==> config.mk <==
export PLATFORM = sky130hd
export DESIGN_NAME = poly_mixer
export DESIGN_NICKNAME = d
export VERILOG_FILES = /design/src/rtl/synth_pkg.sv /design/src/rtl/mix_sat.sv /design/src/rtl/poly_mixer.sv
export SDC_FILE = /design/constraint.sdc
export NUM_CORES = 1
export LEC_CHECK = 0
export BUFFER_PORTS_ARGS = -buffer_cell sky130_fd_sc_hd__clkbuf_2
export CORE_ASPECT_RATIO = 1.2
export CORE_MARGIN = 4
export CORE_UTILIZATION = 25
export CTS_CLUSTER_SIZE = 20
export DETAILED_ROUTE_END_ITERATION = 7
export GPL_TIMING_DRIVEN = 0
export PLACE_DENSITY = 0.39
export SYNTH_ARGS = -nofsm -noshare
export SYNTH_HDL_FRONTEND = slang
export SYNTH_SLANG_ARGS = --single-unit
==> constraint.sdc <==
create_clock -name clk_i -period 7.6 [get_ports clk_i]
set_clock_uncertainty 0.15 [all_clocks]
set_input_delay 0.76 -clock clk_i [delete_from_list [all_inputs] [get_ports clk_i]]
set_output_delay 0.76 -clock clk_i [all_outputs]
set_load 0.01 [all_outputs]
==> src/rtl/synth_pkg.sv <==
// Shared types for the polyphonic mixer: controller states and stereo routing mode.
package synth_pkg;

    typedef enum logic [2:0] {
        ST_IDLE   = 3'd0,
        ST_GATHER = 3'd1,
        ST_ACCUM  = 3'd2,
        ST_SCALE  = 3'd3,
        ST_WRITE  = 3'd4
    } mix_state_e;

    typedef enum logic {
        MODE_MONO  = 1'b0,
        MODE_SPLIT = 1'b1
    } stereo_mode_e;

endpackage

==> src/rtl/mix_sat.sv <==
// One output channel: accumulator times master volume, unity at 2**(VOL_WIDTH-1),
// then saturated to the signed sample range.
module mix_sat
    import synth_pkg::*;
#(
    parameter int ACC_W        = 18,
    parameter int VOL_WIDTH    = 7,
    parameter int SAMPLE_WIDTH = 16
) (
    input  logic signed [ACC_W-1:0]        acc,
    input  logic        [VOL_WIDTH-1:0]    vol,
    output logic signed [SAMPLE_WIDTH-1:0] sample,
    output logic                           sat
);

    localparam int PROD_W = ACC_W + VOL_WIDTH + 1;

    localparam logic signed [PROD_W-1:0] MAX_VAL =
        {{(PROD_W-SAMPLE_WIDTH+1){1'b0}}, {(SAMPLE_WIDTH-1){1'b1}}};
    localparam logic signed [PROD_W-1:0] MIN_VAL =
        {{(PROD_W-SAMPLE_WIDTH+1){1'b1}}, {(SAMPLE_WIDTH-1){1'b0}}};

    logic signed [PROD_W-1:0] prod;
    logic signed [PROD_W-1:0] shifted;

    function automatic logic is_sat(input logic signed [PROD_W-1:0] x);
        return (x > MAX_VAL) || (x < MIN_VAL);
    endfunction

    function automatic logic signed [SAMPLE_WIDTH-1:0] saturate(input logic signed [PROD_W-1:0] x);
        if (x > MAX_VAL) begin
            return MAX_VAL[SAMPLE_WIDTH-1:0];
        end else if (x < MIN_VAL) begin
            return MIN_VAL[SAMPLE_WIDTH-1:0];
        end
        return x[SAMPLE_WIDTH-1:0];
    endfunction

    // Volume is an unsigned code; the zero pad keeps the multiply signed-by-positive.
    assign prod    = acc * $signed({1'b0, vol});
    assign shifted = prod >>> (VOL_WIDTH - 1);
    assign sample  = saturate(shifted);
    assign sat     = is_sat(shifted);

endmodule

==> src/rtl/poly_mixer.sv <==
// Frame-based voice mixer: gathers one sample per enabled voice, sums them into
// left/right accumulators one voice per cycle, scales by master volume, writes a frame.
module poly_mixer
    import synth_pkg::*;
#(
    parameter int VOICE_CNT    = 4,
    parameter int SAMPLE_WIDTH = 16,
    parameter int VOL_WIDTH    = 7
) (
    input  logic                              clk_i,
    input  logic                              rst_i,
    input  logic [VOICE_CNT*SAMPLE_WIDTH-1:0] voice_data_i,
    input  logic [VOICE_CNT-1:0]              voice_val_i,
    output logic [VOICE_CNT-1:0]              voice_rd_o,
    input  logic [VOICE_CNT-1:0]              voice_ena_i,
    input  logic                              stereo_mode_i,
    input  logic [VOL_WIDTH-1:0]              volume_i,
    input  logic                              dac_fifo_almfull_i,
    output logic                              samp_wr_req_o,
    output logic [2*SAMPLE_WIDTH-1:0]         lr_chan_data_o,
    output logic                              clip_o,
    input  logic                              clip_clr_i,
    output logic [15:0]                       frame_cnt_o
);

    localparam int IDX_W = $clog2(VOICE_CNT);
    localparam int ACC_W = SAMPLE_WIDTH + IDX_W;

    mix_state_e                     state;
    mix_state_e                     state_nxt;
    logic [IDX_W-1:0]               idx;
    logic [VOICE_CNT-1:0]           ena_lat;
    stereo_mode_e                   mode_lat;
    logic [VOL_WIDTH-1:0]           vol_lat;
    logic signed [SAMPLE_WIDTH-1:0] samples [VOICE_CNT];
    logic signed [SAMPLE_WIDTH-1:0] cur_sample;
    logic signed [ACC_W-1:0]        sample_ext;
    logic signed [ACC_W-1:0]        acc_l_p0;
    logic signed [ACC_W-1:0]        acc_r_p0;
    logic signed [SAMPLE_WIDTH-1:0] scl_l;
    logic signed [SAMPLE_WIDTH-1:0] scl_r;
    logic                           sat_l;
    logic                           sat_r;
    logic signed [SAMPLE_WIDTH-1:0] frame_l_p1;
    logic signed [SAMPLE_WIDTH-1:0] frame_r_p1;
    logic                           clip;
    logic [15:0]                    frame_cnt;
    logic                           gather_done;
    logic                           accum_last;
    logic                           cur_ena;
    logic                           to_left;
    logic                           to_right;

    for (genvar g = 0; g < VOICE_CNT; g++) begin : g_unpack
        assign samples[g] = voice_data_i[g*SAMPLE_WIDTH +: SAMPLE_WIDTH];
    end

    // A disabled voice never blocks the frame, whatever its valid flag says.
    assign gather_done = &(~voice_ena_i | voice_val_i);
    assign accum_last  = (idx == IDX_W'(VOICE_CNT - 1));
    assign cur_sample  = samples[idx];
    assign sample_ext  = {{IDX_W{cur_sample[SAMPLE_WIDTH-1]}}, cur_sample};
    assign cur_ena     = ena_lat[idx];
    assign to_left     = cur_ena && ((mode_lat == MODE_MONO) || !idx[0]);
    assign to_right    = cur_ena && ((mode_lat == MODE_MONO) ||  idx[0]);

    always_comb begin
        state_nxt = state;
        unique case (state)
            ST_IDLE:   state_nxt = ST_GATHER;
            ST_GATHER: if (gather_done) state_nxt = ST_ACCUM;
            ST_ACCUM:  if (accum_last) state_nxt = ST_SCALE;
            ST_SCALE:  state_nxt = ST_WRITE;
            ST_WRITE:  if (!dac_fifo_almfull_i) state_nxt = ST_GATHER;
            default:   state_nxt = ST_IDLE;
        endcase
    end

    always_comb begin
        voice_rd_o = '0;
        if (state == ST_ACCUM && cur_ena) begin
            voice_rd_o[idx] = 1'b1;
        end
    end

    assign samp_wr_req_o  = (state == ST_WRITE) && !dac_fifo_almfull_i;
    assign lr_chan_data_o = {frame_l_p1, frame_r_p1};
    assign clip_o         = clip;
    assign frame_cnt_o    = frame_cnt;

    always_ff @(posedge clk_i or negedge rst_i) begin
        if (!rst_i) begin
            state <= ST_IDLE;
        end else begin
            state <= state_nxt;
        end
    end

    // Stage 0: frame settings latched, accumulate one voice per ACCUM cycle.
    always_ff @(posedge clk_i or negedge rst_i) begin
        if (!rst_i) begin
            idx      <= '0;
            ena_lat  <= '0;
            mode_lat <= MODE_MONO;
            vol_lat  <= '0;
            acc_l_p0 <= '0;
            acc_r_p0 <= '0;
        end else if (state == ST_GATHER && gather_done) begin
            idx      <= '0;
            ena_lat  <= voice_ena_i;
            mode_lat <= stereo_mode_e'(stereo_mode_i);
            vol_lat  <= volume_i;
            acc_l_p0 <= '0;
            acc_r_p0 <= '0;
        end else if (state == ST_ACCUM) begin
            idx <= idx + 1'b1;
            if (to_left) begin
                acc_l_p0 <= acc_l_p0 + sample_ext;
            end
            if (to_right) begin
                acc_r_p0 <= acc_r_p0 + sample_ext;
            end
        end
    end

    mix_sat #(
        .ACC_W        (ACC_W),
        .VOL_WIDTH    (VOL_WIDTH),
        .SAMPLE_WIDTH (SAMPLE_WIDTH)
    ) u_sat_l (
        .acc    (acc_l_p0),
        .vol    (vol_lat),
        .sample (scl_l),
        .sat    (sat_l)
    );

    mix_sat #(
        .ACC_W        (ACC_W),
        .VOL_WIDTH    (VOL_WIDTH),
        .SAMPLE_WIDTH (SAMPLE_WIDTH)
    ) u_sat_r (
        .acc    (acc_r_p0),
        .vol    (vol_lat),
        .sample (scl_r),
        .sat    (sat_r)
    );

    // Stage 1: scaled frame held from SCALE exit until the next SCALE.
    always_ff @(posedge clk_i or negedge rst_i) begin
        if (!rst_i) begin
            frame_l_p1 <= '0;
            frame_r_p1 <= '0;
            clip       <= 1'b0;
            frame_cnt  <= '0;
        end else begin
            if (state == ST_SCALE) begin
                frame_l_p1 <= scl_l;
                frame_r_p1 <= scl_r;
            end
            // A fresh saturation outranks a simultaneous clear.
            if (state == ST_SCALE && (sat_l || sat_r)) begin
                clip <= 1'b1;
            end else if (clip_clr_i) begin
                clip <= 1'b0;
            end
            if (samp_wr_req_o) begin
                frame_cnt <= frame_cnt + 16'd1;
            end
        end
    end

endmodule

==> out/summary.txt, run 1 <==
status: finished clean
Cell Pwr Density: 387 nW/µm²
max-slew violations: 0
Req. time, crit path: 7680 ps
CTS Buf Count: 9
Clock Path Buffers: 2
synthesized area per cell: 9.15 µm²
ys flop type: dfrtp_1
register area share after synthesis: 17.1%
multi-input logic area: 11100 µm²
Crit path depth: 22
Tmin final: 6940 ps
DIE AREA: 63800 µm²
setup tns final: 0 ps
Core Area: 58900 µm²
slowest cell on the critical path: clkbuf_1
Lkg Pwr: 8.66 nW
clk_lat worst skew: 400 ps
crit-path max FO: 10
Starting Density: 25.4%
Seq. cell area: 2550 µm²
maximum vdd drop: 0.000156 V
Setup-failing EPs final: 0
sum of buffers and inverters on the critical path: 5
CTS resizes: 0
Peak Freq: 144 MHz
Port Buf Inserts: 137
vias after detailed routing: 11200
I/O pin cnt: 138
Mapped Area: 15000 µm²
warnings from Yosys: 0
CTS Hold Buffers Added: 0
clock sinks: 102
DR pass1 iterations: 7
area grow syn2layout: 13.5%
Worst-path clk slew: 90 ps
antenna violations before repair: 1
Clock Tree Root: clkbuf_16
Gate Count Post-Synth: 1634
CTS tree: yes
r2r worst-path depth: 22
flop2flop setup slack: 660 ps
Slew @ Worst Pin: 1230 ps
Max-slew headroom: 17.9%
crit-path max cell delay: 570 ps
Die Width: 231 µm
Max Cap Viol: 0
EDFF count, synth: 0
Unique masters post-synth: 75
nets: 2198
largest net degree at the start of global routing: 75
CP top delay family: adder cells
Post-route DRC: 0
initial DRC count: 400
total global routing overflow: 0
share of cells above drive strength 1: 12.4%
routed wire length: 44000 µm
first-pass GRT wire length: 70500 µm
Final Power: 6.56 mW
critical path launch point type: register
Seq cells post-synth: 102
H-tree levels: 3
# rows: 97
Vert. Die Dim: 276 µm
vias in the first global route: 12200
unrepaired setup endpoints after global routing: false
period utilization: 91.3%
syn nets: 2049
WS Path Type: register to register
crit-path cells: clkbuf_1 -> clkbuf_1 -> nand2_1 -> fa_1 -> fa_1 -> inv_1 -> fa_1 -> inv_1 -> fa_1 -> inv_1 -> ha_1 -> o21ai_1 -> a21boi_0 -> a21o_1 -> a21o_4 -> a32oi_4 -> o31ai_4 -> a2111o_1 -> o211ai_2 -> mux2_2 -> a21oi_1 -> o22ai_1
CP endpoint kind: register
vias per inst: 4.33
setup bufs post-CTS: 0
Wirelength per Cell: 17.0 µm
post-DP HPWL: 37000 µm
GR Util All Layers: 14.2%
# fillers: 6361
Hold Vio Cnt, Final: 0
Worst EP arrival: 7020 ps
Hold WC Path Type: input port to async pin
GP Congestion: 0.807
most used cell, CP: fa_1
n_diodes: 0
Post-DRT Antenna Nets: 0
Post-synth ARST share: 100%
metrics by stage:
stage / utilization (%) / setup WS, ps / cell area [µm²] / cells / hold WS [ps]
global route: 28.8 / 303 / 17000 / 2580 / 88.4
global placement: 28.3 / 563 / 16600 / 2563 / 313
detailed placement: 28.3 / 552 / 16700 / 2564 / 326
floorplan: - / 1840 / 15000 / 1634 / 314
finish: 28.8 / 661 / 17000 / 2580 / 87.7
CTS: 28.8 / 537 / 17000 / 2580 / 70.4
registers in the layout, indices dropped and copies added (netlist names):
| name | flops |
|---|---|
| frame_r_p1 | 16 |
| frame_cnt_o | 16 |
| ena_lat | 4 |
| mode_lat | 1 |
| frame_l_p1 | 16 |
| state | 3 |
| clip_o | 1 |
| idx | 2 |
| vol_lat | 7 |
| acc_r_p0 | 18 |
| acc_l_p0 | 18 |
power by group:
group | switching (mW) | total, mW | internal [mW]
sequential | 0.294 | 1.04 | 0.743
combinational | 3.00 | 5.00 | 2.01
clock | 0.283 | 0.521 | 0.238
total | 3.57 | 6.56 | 2.99
layout by cell type, fill, tap and decap left out, types with 9 or more instances in the layout:
cell,Yosys,final
and3_1,9,9
o21ai_1,15,15
a21oi_1,109,109
xor2_1,40,40
nand2_1,101,101
clkbuf_1,43,43
ha_1,139,139
nor2b_1,10,10
nand3_1,17,17
fa_1,192,192
nor2_1,106,106
clkbuf_16,0,9
inv_1,281,281
and2_1,212,212
o21ai_0,24,24
dfrtp_1,102,102
nor3_1,17,17
clkbuf_2,0,136
mux4_2,17,17
a21o_1,19,19
mux2_2,13,13
xnor2_1,47,47
layer usage:
metal	GRT usage (%)	vias to the layer above	wire [µm]
met5	0	-	0
met4	3.88	0	805
met3	1.82	27	1390
met2	25.3	165	22000
met1	18.1	5475	19800
li1	-	5496	-
area by class of cell:
cell class                 count  share of cell area (%)
multi-input combinational   1199                    65.5
clock inverter                 7                   0.494
buffer                        52                    1.38
tap                          792                    5.84
clock buffer                   9                    1.33
inverter                     281                    6.21
sequential                   102                    15.0
timing repair buffer         138                    4.25
path summary, 6_finish.rpt:
check | to | startpoint
min in group clk_i | frame_r_p1[2] | frame_r_p1[2]
worst min-delay path | frame_cnt_o[0] | rst_i
worst max-delay path | clip_o | vol_lat[2]
max in group asynchronous | frame_l_p1[8] | rst_i
worst min register to register | frame_r_p1[2] | frame_r_p1[2]
worst max register to register | clip_o | vol_lat[2]
synth_stat cells (all sizes together), types with 9 or more instances:
master    n  area (µm²)
mux2     13         146
o21ai    42         229
a21oi   111         563
fa      192        3840
nor2b    10        62.6
ha      139        1740
dfrtp   102        2550
xor2     40         350
and2    219        1380
and3      9        56.3
inv     281        1050
mux4     17         383
nor3     17        85.1
nor2    107         409
clkbuf   43         161
a21o     22         181
xnor2    47         412
nand2   101         379
nand3    17        85.1
cells by family (layout without fill, tap and decap cells):
kind of cell	after synthesis	in the layout	synth area share, %
AO/OA/AOI/OAI	229	229	9.81
XOR/XNOR	87	87	5.10
buffers and inverters	333	487	8.62
flip-flops	102	102	17.1
multiplexers	34	34	3.81
adder cells (fa/ha/maj)	331	331	37.3
AND/OR/NAND/NOR	518	518	18.3
(Power assumes the default switching activity.)
==> inputs of run 2 (changes only) <==
--- a/config.mk
+++ b/config.mk
@@ -6,7 +6,7 @@
 export NUM_CORES = 1
 export LEC_CHECK = 0
 export BUFFER_PORTS_ARGS = -buffer_cell sky130_fd_sc_hd__clkbuf_2
-export CORE_ASPECT_RATIO = 1.2
+export CORE_ASPECT_RATIO = 1.25
 export CORE_MARGIN = 4
 export CORE_UTILIZATION = 25
 export CTS_CLUSTER_SIZE = 20
==> out/summary.txt, run 2 (synthesis results as in run 1) <==
status: finished clean
most frequent cells in the layout: inv_1, and2_1, fa_1, ha_1, clkbuf_2
Req. time, crit path: 7690 ps
commonest non-fill, non-tap cell in the layout: inv_1
initial DRC count: 393
clk_lat worst skew: 410 ps
period utilization: 91.8%
Largest regs: acc_l_p0 (18), acc_r_p0 (18)
setup bufs post-CTS: 0
Hold Vio Cnt, Final: 0
Post-DRT Antenna Nets: 0
DIE AREA: 63800 µm²
Wirelength per Cell: 17.2 µm
GP Congestion: 0.820
vias in the first global route: 12200
Peak Freq: 143 MHz
Vert. Die Dim: 281 µm
max-slew violations: 0
Lkg Pwr: 8.66 nW
vias per inst: 4.36
DR pass1 iterations: 4
Tmin final: 6980 ps
setup tns final: 0 ps
vias after detailed routing: 11100
top layer reached by signal wires: met4
Core Util, Final: 28.5%
Post-route DRC: 0
# fillers: 6396
Worst EP arrival: 7060 ps
unrepaired setup endpoints after global routing: false
CTS tree: yes
routed wire length: 43800 µm
nets: 2198
placed cells: 2537
Clock Tree Root: clkbuf_16
crit-path max FO: 10
Slew @ Worst Pin: 1230 ps
clock sinks: 102
CTS Hold Buffers Added: 0
Setup-failing EPs final: 0
critical path launch point type: register
first-pass GRT wire length: 69900 µm
area grow syn2layout: 13.2%
total global routing overflow: 0
CTS resizes: 0
M1 wire length: 20100 µm
share of cells above drive strength 1: 12.4%
Clock Path Buffers: 2
H-tree levels: 3
wire length on met2: 21300 µm
Core Area: 59400 µm²
Port Buf Inserts: 137
n_diodes: 0
WS Path Type: register to register
# rows: 100
I/O pin cnt: 138
largest net degree at the start of global routing: 84
post-DP HPWL: 36500 µm
CP endpoint kind: register
CTS Buf Count: 9
GR Util All Layers: 14.2%
WL met3: 1300 µm
Worst-path clk slew: 100 ps
Cell Pwr Density: 387 nW/µm²
Post-Layout Cell Count: 2553
Max-slew headroom: 17.9%
Die Width: 227 µm
antenna violations before repair: 1
Hold WC Path Type: input port to async pin
Max Cap Viol: 0
Starting Density: 25.2%
maximum vdd drop: 0.000140 V
==> run 2: cell types whose count changed in the layout (fill, tap and decap cells not counted) <==
| cell | before | now |
|---|---|---|
| inv_8 | 3 | 1 |
| inv_6 | 1 | 3 |
| clkinv_4 | 1 | 0 |
| clkinv_2 | 0 | 1 |
==> run 2: power breakdown <==
group / switching, mW / total (mW) / internal [mW]
Clock: 0.290 / 0.524 / 0.235
Combinational: 2.99 / 4.98 / 1.99
Sequential: 0.296 / 1.04 / 0.742
Total: 3.57 / 6.54 / 2.97
==> run 2: layer usage <==
metal,up-vias,track usage [%]
li1,5493,-
met5,-,0
met1,5396,18.8
met4,0,4.89
met2,192,24.4
met3,41,1.26
==> run 2: worst paths after layout <==
kind | start | to | slack (ps) | cells past startpoint
worst max-delay path | vol_lat[2] | clip_o | 620 | 22
worst max register to register | vol_lat[2] | clip_o | 620 | 22
worst min-delay path | rst_i | frame_l_p1[2] | 80 | 1
worst min register to register | frame_cnt_o[15] | frame_cnt_o[15] | 340 | 1
max in group asynchronous | rst_i | frame_r_p1[6] | 6510 | 2
min in group clk_i | frame_cnt_o[15] | frame_cnt_o[15] | 340 | 1
==> run 2: final cells by class <==
cell class	instances	area (µm²)	area share, %
plain buffers	52	234	1.38
clock buffers	9	225	1.33
clock inverters	7	75.1	0.443
inverters	281	1050	6.23
multi-input cells	1199	11100	65.6
flip-flops and latches	102	2550	15.1
well taps	765	957	5.65
repair buffers	138	722	4.26
==> run 2: critical path, cell delays in order (launching register included) <==
cell and delay (ps):
dfrtp_1 330, clkbuf_1 560, clkbuf_1 570, nand2_1 140, fa_1 510, fa_1 510, inv_1 60, fa_1 540
inv_1 60, fa_1 540, inv_1 40, ha_1 310, o21ai_1 110, a21boi_0 140, a21o_1 280, a21o_4 270
a32oi_4 260, o31ai_4 130, a2111o_1 440, o211ai_2 110, mux2_2 440, a21oi_1 210, o22ai_1 90
==> run 2: through the flow <==
step	cell area (µm²)	setup WS, ps	power [mW]	hold WS (ps)
after floorplan	15000	1840	4.65	314
final	16900	623	6.54	79.0
after global routing	16900	322	7.40	76.7
after global placement	16600	571	6.11	320
after CTS	16900	559	6.71	50.3
after detailed placement	16600	588	6.14	322
